===== src/rtl/lsu_pkg.sv =====
// lsu_pkg: shared types for the load/store unit.
//   ls_op_e     - LSCtrl encodings; the extend stage uses the same values.
//   lsu_state_e - control FSM states.
//   FC_*        - faultCode values.
//   is_word_op  - true for LW/SW. These ops always use byte offset 0.
package lsu_pkg;

  typedef enum logic [2:0] {
    LS_LB  = 3'b000,
    LS_LH  = 3'b001,
    LS_LW  = 3'b010,
    LS_LBU = 3'b011,
    LS_LHU = 3'b100,
    LS_SB  = 3'b101,
    LS_SH  = 3'b110,
    LS_SW  = 3'b111
  } ls_op_e;

  typedef enum logic [1:0] {
    ST_IDLE,
    ST_ACCESS,
    ST_DONE,
    ST_ERR
  } lsu_state_e;

  localparam logic [1:0] FC_NONE     = 2'b00;
  localparam logic [1:0] FC_MISALIGN = 2'b01;
  localparam logic [1:0] FC_TIMEOUT  = 2'b10;

  function automatic logic is_word_op(input logic [2:0] op);
    return (op == LS_LW) || (op == LS_SW);
  endfunction

endpackage


===== src/rtl/lsu_lane.sv =====
// lsu_lane: combinational lane steering for a single access.
//   ls_ctrl    in  3  : op encoding (ls_op_e)
//   addr_lo    in  2  : byte address bits [1:0]
//   store_data in  32 : store source, value in the low bits
//   be         out 4  : byte enables within the aligned word
//   wdata      out 32 : store data replicated across its lanes (0 for loads)
//   misalign   out 1  : access does not fit its natural alignment
module lsu_lane
  import lsu_pkg::*;
(
  input  logic [2:0]  ls_ctrl,
  input  logic [1:0]  addr_lo,
  input  logic [31:0] store_data,
  output logic [3:0]  be,
  output logic [31:0] wdata,
  output logic        misalign
);

  always_comb begin
    be       = 4'b0000;
    wdata    = 32'h0;
    misalign = 1'b0;
    case (ls_op_e'(ls_ctrl))
      LS_LB, LS_LBU: be = 4'b0001 << addr_lo;
      LS_SB: begin
        be    = 4'b0001 << addr_lo;
        wdata = {4{store_data[7:0]}};
      end
      LS_LH, LS_LHU: begin
        be       = 4'b0011 << {addr_lo[1], 1'b0};
        misalign = addr_lo[0];
      end
      LS_SH: begin
        be       = 4'b0011 << {addr_lo[1], 1'b0};
        wdata    = {2{store_data[15:0]}};
        misalign = addr_lo[0];
      end
      LS_LW: begin
        be       = 4'b1111;
        misalign = |addr_lo;
      end
      LS_SW: begin
        be       = 4'b1111;
        wdata    = store_data;
        misalign = |addr_lo;
      end
      default: ;
    endcase
  end

endmodule


===== src/rtl/lsu_ctrl.sv =====
// lsu_ctrl: load/store control FSM that sits between the pipeline and data memory.
//   Pipeline side : memOp, LSCtrl, addr, storeData in
//                   busy, done, loadData, fault, faultCode out
//   Memory side   : memReq, memWe, memAddr, memWData, memBe out
//                   memRData, memReady in
//   TIMEOUT       : number of ACCESS cycles without memReady before a timeout fault (2..255)
// Every output except busy comes straight from a flop.
module lsu_ctrl
  import lsu_pkg::*;
#(
  parameter int TIMEOUT = 16
) (
  input  logic        clk,
  input  logic        rst_n,
  input  logic        memOp,
  input  logic [2:0]  LSCtrl,
  input  logic [31:0] addr,
  input  logic [31:0] storeData,
  output logic        busy,
  output logic        done,
  output logic [31:0] loadData,
  output logic        fault,
  output logic [1:0]  faultCode,
  output logic        memReq,
  output logic        memWe,
  output logic [31:0] memAddr,
  output logic [31:0] memWData,
  output logic [3:0]  memBe,
  input  logic [31:0] memRData,
  input  logic        memReady
);

  localparam logic [7:0] TO_LIM = 8'(TIMEOUT);

  lsu_state_e  state_q, state_d;
  logic [7:0]  cnt_q, cnt_d;
  logic [1:0]  off_q, off_d;
  logic        mem_req_q, mem_req_d;
  logic        mem_we_q, mem_we_d;
  logic [31:0] mem_addr_q, mem_addr_d;
  logic [31:0] mem_wdata_q, mem_wdata_d;
  logic [3:0]  mem_be_q, mem_be_d;
  logic        done_q, done_d;
  logic        fault_q, fault_d;
  logic [1:0]  fcode_q, fcode_d;
  logic [31:0] ldata_q, ldata_d;

  logic [3:0]  lane_be;
  logic [31:0] lane_wdata;
  logic        lane_misalign;

  lsu_lane u_lane (
    .ls_ctrl    (LSCtrl),
    .addr_lo    (addr[1:0]),
    .store_data (storeData),
    .be         (lane_be),
    .wdata      (lane_wdata),
    .misalign   (lane_misalign)
  );

  always_comb begin
    state_d     = state_q;
    cnt_d       = cnt_q;
    off_d       = off_q;
    mem_req_d   = mem_req_q;
    mem_we_d    = mem_we_q;
    mem_addr_d  = mem_addr_q;
    mem_wdata_d = mem_wdata_q;
    mem_be_d    = mem_be_q;
    done_d      = 1'b0;
    fault_d     = 1'b0;
    fcode_d     = FC_NONE;
    ldata_d     = ldata_q;
    case (state_q)
      ST_IDLE: begin
        if (memOp) begin
          if (lane_misalign) begin
            state_d = ST_ERR;
            fault_d = 1'b1;
            fcode_d = FC_MISALIGN;
          end else begin
            state_d     = ST_ACCESS;
            cnt_d       = 8'd1;
            mem_req_d   = 1'b1;
            mem_we_d    = (LSCtrl >= LS_SB);
            mem_addr_d  = {addr[31:2], 2'b00};
            mem_be_d    = lane_be;
            mem_wdata_d = lane_wdata;
            off_d       = is_word_op(LSCtrl) ? 2'b00 : addr[1:0];
          end
        end
      end
      ST_ACCESS: begin
        // memReady is checked first, so it wins over a timeout on the same cycle.
        if (memReady) begin
          state_d   = ST_DONE;
          done_d    = 1'b1;
          mem_req_d = 1'b0;
          cnt_d     = 8'd0;
          if (!mem_we_q) ldata_d = memRData >> {off_q, 3'b000};
        end else if (cnt_q == TO_LIM) begin
          state_d   = ST_ERR;
          fault_d   = 1'b1;
          fcode_d   = FC_TIMEOUT;
          mem_req_d = 1'b0;
          cnt_d     = 8'd0;
        end else begin
          cnt_d = cnt_q + 8'd1;
        end
      end
      // DONE and ERR each last exactly one cycle. A memOp seen here is
      // ignored; it is accepted on the next IDLE cycle.
      ST_DONE, ST_ERR: state_d = ST_IDLE;
      default:         state_d = ST_IDLE;
    endcase
  end

  always_ff @(posedge clk) begin
    if (!rst_n) begin
      state_q     <= ST_IDLE;
      cnt_q       <= 8'd0;
      off_q       <= 2'b00;
      mem_req_q   <= 1'b0;
      mem_we_q    <= 1'b0;
      mem_addr_q  <= 32'h0;
      mem_wdata_q <= 32'h0;
      mem_be_q    <= 4'b0000;
      done_q      <= 1'b0;
      fault_q     <= 1'b0;
      fcode_q     <= FC_NONE;
      ldata_q     <= 32'h0;
    end else begin
      state_q     <= state_d;
      cnt_q       <= cnt_d;
      off_q       <= off_d;
      mem_req_q   <= mem_req_d;
      mem_we_q    <= mem_we_d;
      mem_addr_q  <= mem_addr_d;
      mem_wdata_q <= mem_wdata_d;
      mem_be_q    <= mem_be_d;
      done_q      <= done_d;
      fault_q     <= fault_d;
      fcode_q     <= fcode_d;
      ldata_q     <= ldata_d;
    end
  end

  // busy stays low in DONE and ERR, so the pipeline advances exactly once per op.
  assign busy      = ((state_q == ST_IDLE) && memOp) || (state_q == ST_ACCESS);
  assign done      = done_q;
  assign fault     = fault_q;
  assign faultCode = fcode_q;
  assign loadData  = ldata_q;
  assign memReq    = mem_req_q;
  assign memWe     = mem_we_q;
  assign memAddr   = mem_addr_q;
  assign memWData  = mem_wdata_q;
  assign memBe     = mem_be_q;

endmodule


===== config.mk =====
export PLATFORM = sky130hd
export DESIGN_NAME = lsu_ctrl
export DESIGN_NICKNAME = d
export VERILOG_FILES = /design/src/rtl/lsu_pkg.sv /design/src/rtl/lsu_lane.sv /design/src/rtl/lsu_ctrl.sv
export SDC_FILE = /design/constraint.sdc
export NUM_CORES = 1
export LEC_CHECK = 0
export CAP_MARGIN = 20
export CORE_UTILIZATION = 48
export CTS_BUF_LIST = sky130_fd_sc_hd__clkbuf_2 sky130_fd_sc_hd__clkbuf_4 sky130_fd_sc_hd__clkbuf_8
export DETAILED_ROUTE_END_ITERATION = 8
export PLACE_DENSITY = 0.95
export SYNTH_ARGS = -nofsm -noshare
export SYNTH_HDL_FRONTEND = slang
export SYNTH_SLANG_ARGS = --single-unit
export TNS_END_PERCENT = 5

===== constraint.sdc =====
create_clock -name clk -period 2.85 [get_ports clk]
set_clock_uncertainty 0.1 [all_clocks]
set_input_delay 0.4275 -clock clk [delete_from_list [all_inputs] [get_ports clk]]
set_output_delay 0.4275 -clock clk [all_outputs]
set_load 0.01 [all_outputs]

==> impl_results.md <==
* Run status: complete, no violations
* Initial standard-cell utilization of the core at 50.2%
* Dominant register cell in the synthesized netlist: sky130_fd_sc_hd__dfxtp_1
* Class of the most critical setup path: primary input to flip-flop
* Synth Warn # at 0
* Worst Hold Path Cells at 2
* Max-Slew Margin vs Limit at 46.3%
* Number of H-tree levels at 4
* Compound-gate portion of the synthesized area at 26.9%
* Total number of nets in the final design at 885
* Min-delay worst type: flip-flop to flip-flop
* Count of final max-slew check failures at 0
* Number of global-route vias before repair at 5289
* Worst reg-to-reg path cell count at 7
* Setup violations, final at 0
* TritonCTS buffer count at 17
* First-pass GRT wire length at 26500 um
* Basic-gate share of the synthesized area counting and, or, nand and nor cells at 14.0%
* Cell Chain, Critical Path: clkdlybuf4s50_1 -> a21oi_1 -> a221o_2 -> nand4_1 -> o2bb2ai_1
* Worst Setup Slack, final at 0.440 ns
* Synthesized area at 5260 um^2
* Finished Core Util at 74.3%
* Detailed-route wire length at 17300 um
* Fraction of layout instances using a drive strength above 1 at 11.0%
* Number of setup buffers added after CTS at 0
* Standard cell area after detailed placement at 7370 um^2
* Maximum fanout along the worst path at 13
* Routed vias at 5505
* Full die area at 11400 um^2
* Adder-cell share of the synthesized area at 0.476%
* Row count at 37
* Routed wire per std cell at 18.6 um
* F_max at 0.415 GHz
* Post-Syn Instances at 594
* Data required time at the worst endpoint at 3.09 ns
* Power per cell area at 528 nW/um^2
* Max-cap violations at 0
* Yosys cell types at 59
* Critical Path Start Type: primary input
* Clock tree from TritonCTS: done
* DRT Pass-1 Iters at 9
* CTS root buffer: sky130_fd_sc_hd__clkbuf_8
* Number of DRC markers after the initial detailed-route iteration at 429
* Area used by multi-input combinational logic at 2630 um^2
* Final cell count without fillers at 929
* Synth area leader: sky130_fd_sc_hd__dfxtp_1
* Die boundary height at 107 um
* Share of the synthesized area in the top cell type at 44.2%
* Remaining global-route overflow at 0
* Count of cell instances traversed by the critical path at 5
* Chip Width at 107 um
* Post-route design area at 7780 um^2
* Latest clock arrival within the worst-skew pair at 0.43 ns
* Final period util at 84.6%
* Total of flip-flops plus latches after synthesis at 116
* Async set-or-reset flop fraction in the synthesized netlist at 0%
* Sinks on Clock Net at 116
* Post-CTS Hold Buffers at 0
* Clock transition at the register clock pins on the worst setup and hold paths after CTS at 0.07 ns
* Highest cell delay on the worst timing path at 0.60 ns
* Sum of negative setup slack at 0 ns
* Placement Setup Slack at 0.0410 ns
* Maximum number of pins on one net before global-route repair at 51
* Filler Cell Count at 695
* Storage cell area at 2320 um^2
* Final hold violations at 0
* Number of enable-type register cells in the synthesized netlist at 0
* ANT nets after route at 0
* CP bufs+invs at 1
* Element type at the critical path end: flip-flop
* Slowest-stage cell, CP: sky130_fd_sc_hd__clkdlybuf4s50_1
* Synthesis-to-finish area growth at 48.0%
* Via-to-Cell Ratio at 5.93
* Post_cts resized at 0
* Seq/Total Area, Yosys at 44.2%
* Multiplexer share of the synthesized area at 7.81%
* Combined global-route utilization of all metal layers at 30.0%
* Most frequent cells after synthesis: sky130_fd_sc_hd__dfxtp_1, sky130_fd_sc_hd__a21oi_1, sky130_fd_sc_hd__o21ai_0
* Time the final worst path needs with I/O delays and setup at 2.41 ns
* Core area at 10500 um^2
* Largest voltage drop on the vdd net at 0.000333 V
* Xor and xnor fraction of the mapped netlist area at 0.476%
* Total I/O pin count at 210
* Number of remaining DRC errors at 0
* Most common cell in the netlist: sky130_fd_sc_hd__dfxtp_1
* Port buffer count at 207
* Family with the most delay on the worst path: compound AO/OA/AOI/OAI gates
* Initial antenna violation count at 0
* Number of placed instances with taps included at 896
* Leak pwr at 2.74 nW
* Setup repair after global routing missed its margin: false
* Dominant combinational cell family by area after synthesis: compound AO/OA/AOI/OAI gates
* Arrival time worst endpoint at 2.65 ns
* Final estimated routing congestion in global placement at 0.905
* Post-synthesis area per instance at 8.85 um^2
* Antenna cell count at 0
* Max Root-Sink Buffers at 2
* Worst Tran Pin Value at 0.805 ns
* Post-detail-place hpwl at 12400 um
* Biggest area contributors in the synthesized netlist: sky130_fd_sc_hd__dfxtp_1, sky130_fd_sc_hd__a21oi_1, sky130_fd_sc_hd__mux2i_1
worst reg2reg max path, cell delays in order, from the launching register on:
cell and delay, ns:
sky130_fd_sc_hd__dfxtp_1 0.34, sky130_fd_sc_hd__inv_1 0.09, sky130_fd_sc_hd__ha_1 0.15, sky130_fd_sc_hd__nand4bb_1 0.15
sky130_fd_sc_hd__o41ai_2 0.50, sky130_fd_sc_hd__buf_2 0.31, sky130_fd_sc_hd__o21ai_0 0.14, sky130_fd_sc_hd__o221a_2 0.27
metrics by stage:
stage	total power, mW	hold WS [ns]
6_report	4.10	0.359
5_1_grt	4.26	0.374
4_1_cts	4.11	0.358
3_5_place_dp	2.57	0.349
3_3_place_gp	2.54	0.342
2_1_floorplan	2.16	0.376
placed cells by master, fill, tap and decap left out, types with 6 or more instances in the layout:
master / instances
sky130_fd_sc_hd__a211oi_1: 9
sky130_fd_sc_hd__a21oi_1: 88
sky130_fd_sc_hd__a22o_1: 19
sky130_fd_sc_hd__a22oi_1: 12
sky130_fd_sc_hd__buf_4: 18
sky130_fd_sc_hd__clkbuf_8: 17
sky130_fd_sc_hd__clkdlybuf4s50_1: 206
sky130_fd_sc_hd__dfxtp_1: 116
sky130_fd_sc_hd__mux2_2: 16
sky130_fd_sc_hd__mux2i_1: 23
sky130_fd_sc_hd__nand2_1: 30
sky130_fd_sc_hd__nand3_1: 42
sky130_fd_sc_hd__nor2_1: 33
sky130_fd_sc_hd__nor2b_1: 6
sky130_fd_sc_hd__nor3_1: 9
sky130_fd_sc_hd__o211ai_1: 8
sky130_fd_sc_hd__o21ai_0: 46
sky130_fd_sc_hd__o2bb2ai_1: 13
final timing paths:
kind	startpoint	endpoint	slack, ns
max	LSCtrl[2]	memWData[15]	0.44
min	loadData[24]	loadData[24]	0.36
max reg2reg	cnt_q[0]	cnt_q[3]	0.70
min reg2reg	loadData[24]	loadData[24]	0.36
where the power goes:
part,total [mW],internal [mW],leakage (nW),switching (mW)
clock,1.56,0.866,0.198,0.690
combinational,0.801,0.401,1.60,0.400
sequential,1.75,1.70,0.943,0.0484
total,4.10,2.97,2.74,1.14
state kept, by name, indices dropped and copies added (netlist names):
signal,count
off_q,2
state_q,2
memWe,1
done,1
memReq,1
faultCode,2
memWData,32
cnt_q,8
loadData,32
fault,1
memAddr,30
memBe,4
final cells by class:
cell class	count	share of cell area [%]
clock inverters	14	2.09
multi-input cells	412	33.8
well taps	136	2.19
flip-flops and latches	116	29.9
repair buffers	227	28.6
clock buffers	18	3.10
inverters	6	0.290
routing by layer:
| metal | track usage [%] | routed length [um] | vias to the layer above |
|---|---|---|---|
| met3 | 7.84 | 1450 | 46 |
| met1 | 34.0 | 6710 | 2590 |
| met5 | 0 | 0 | - |
| met2 | 51.5 | 8590 | 310 |
| li1 | - | - | 2559 |
| met4 | 16.1 | 533 | 0 |
logic make-up (layout without fill, tap and decap cells):
logic type / count (synthesis) / count (layout)
other: 1 / 2
xor gates and xnor gates: 2 / 2
AOI/OAI and AO/OA: 220 / 220
muxes: 39 / 39
adders and majority gates: 2 / 2
DFF: 116 / 116
buffers and inverters: 67 / 265
and+or+nand+nor: 147 / 147
Note: power is estimated with default switching activity, not from simulation.
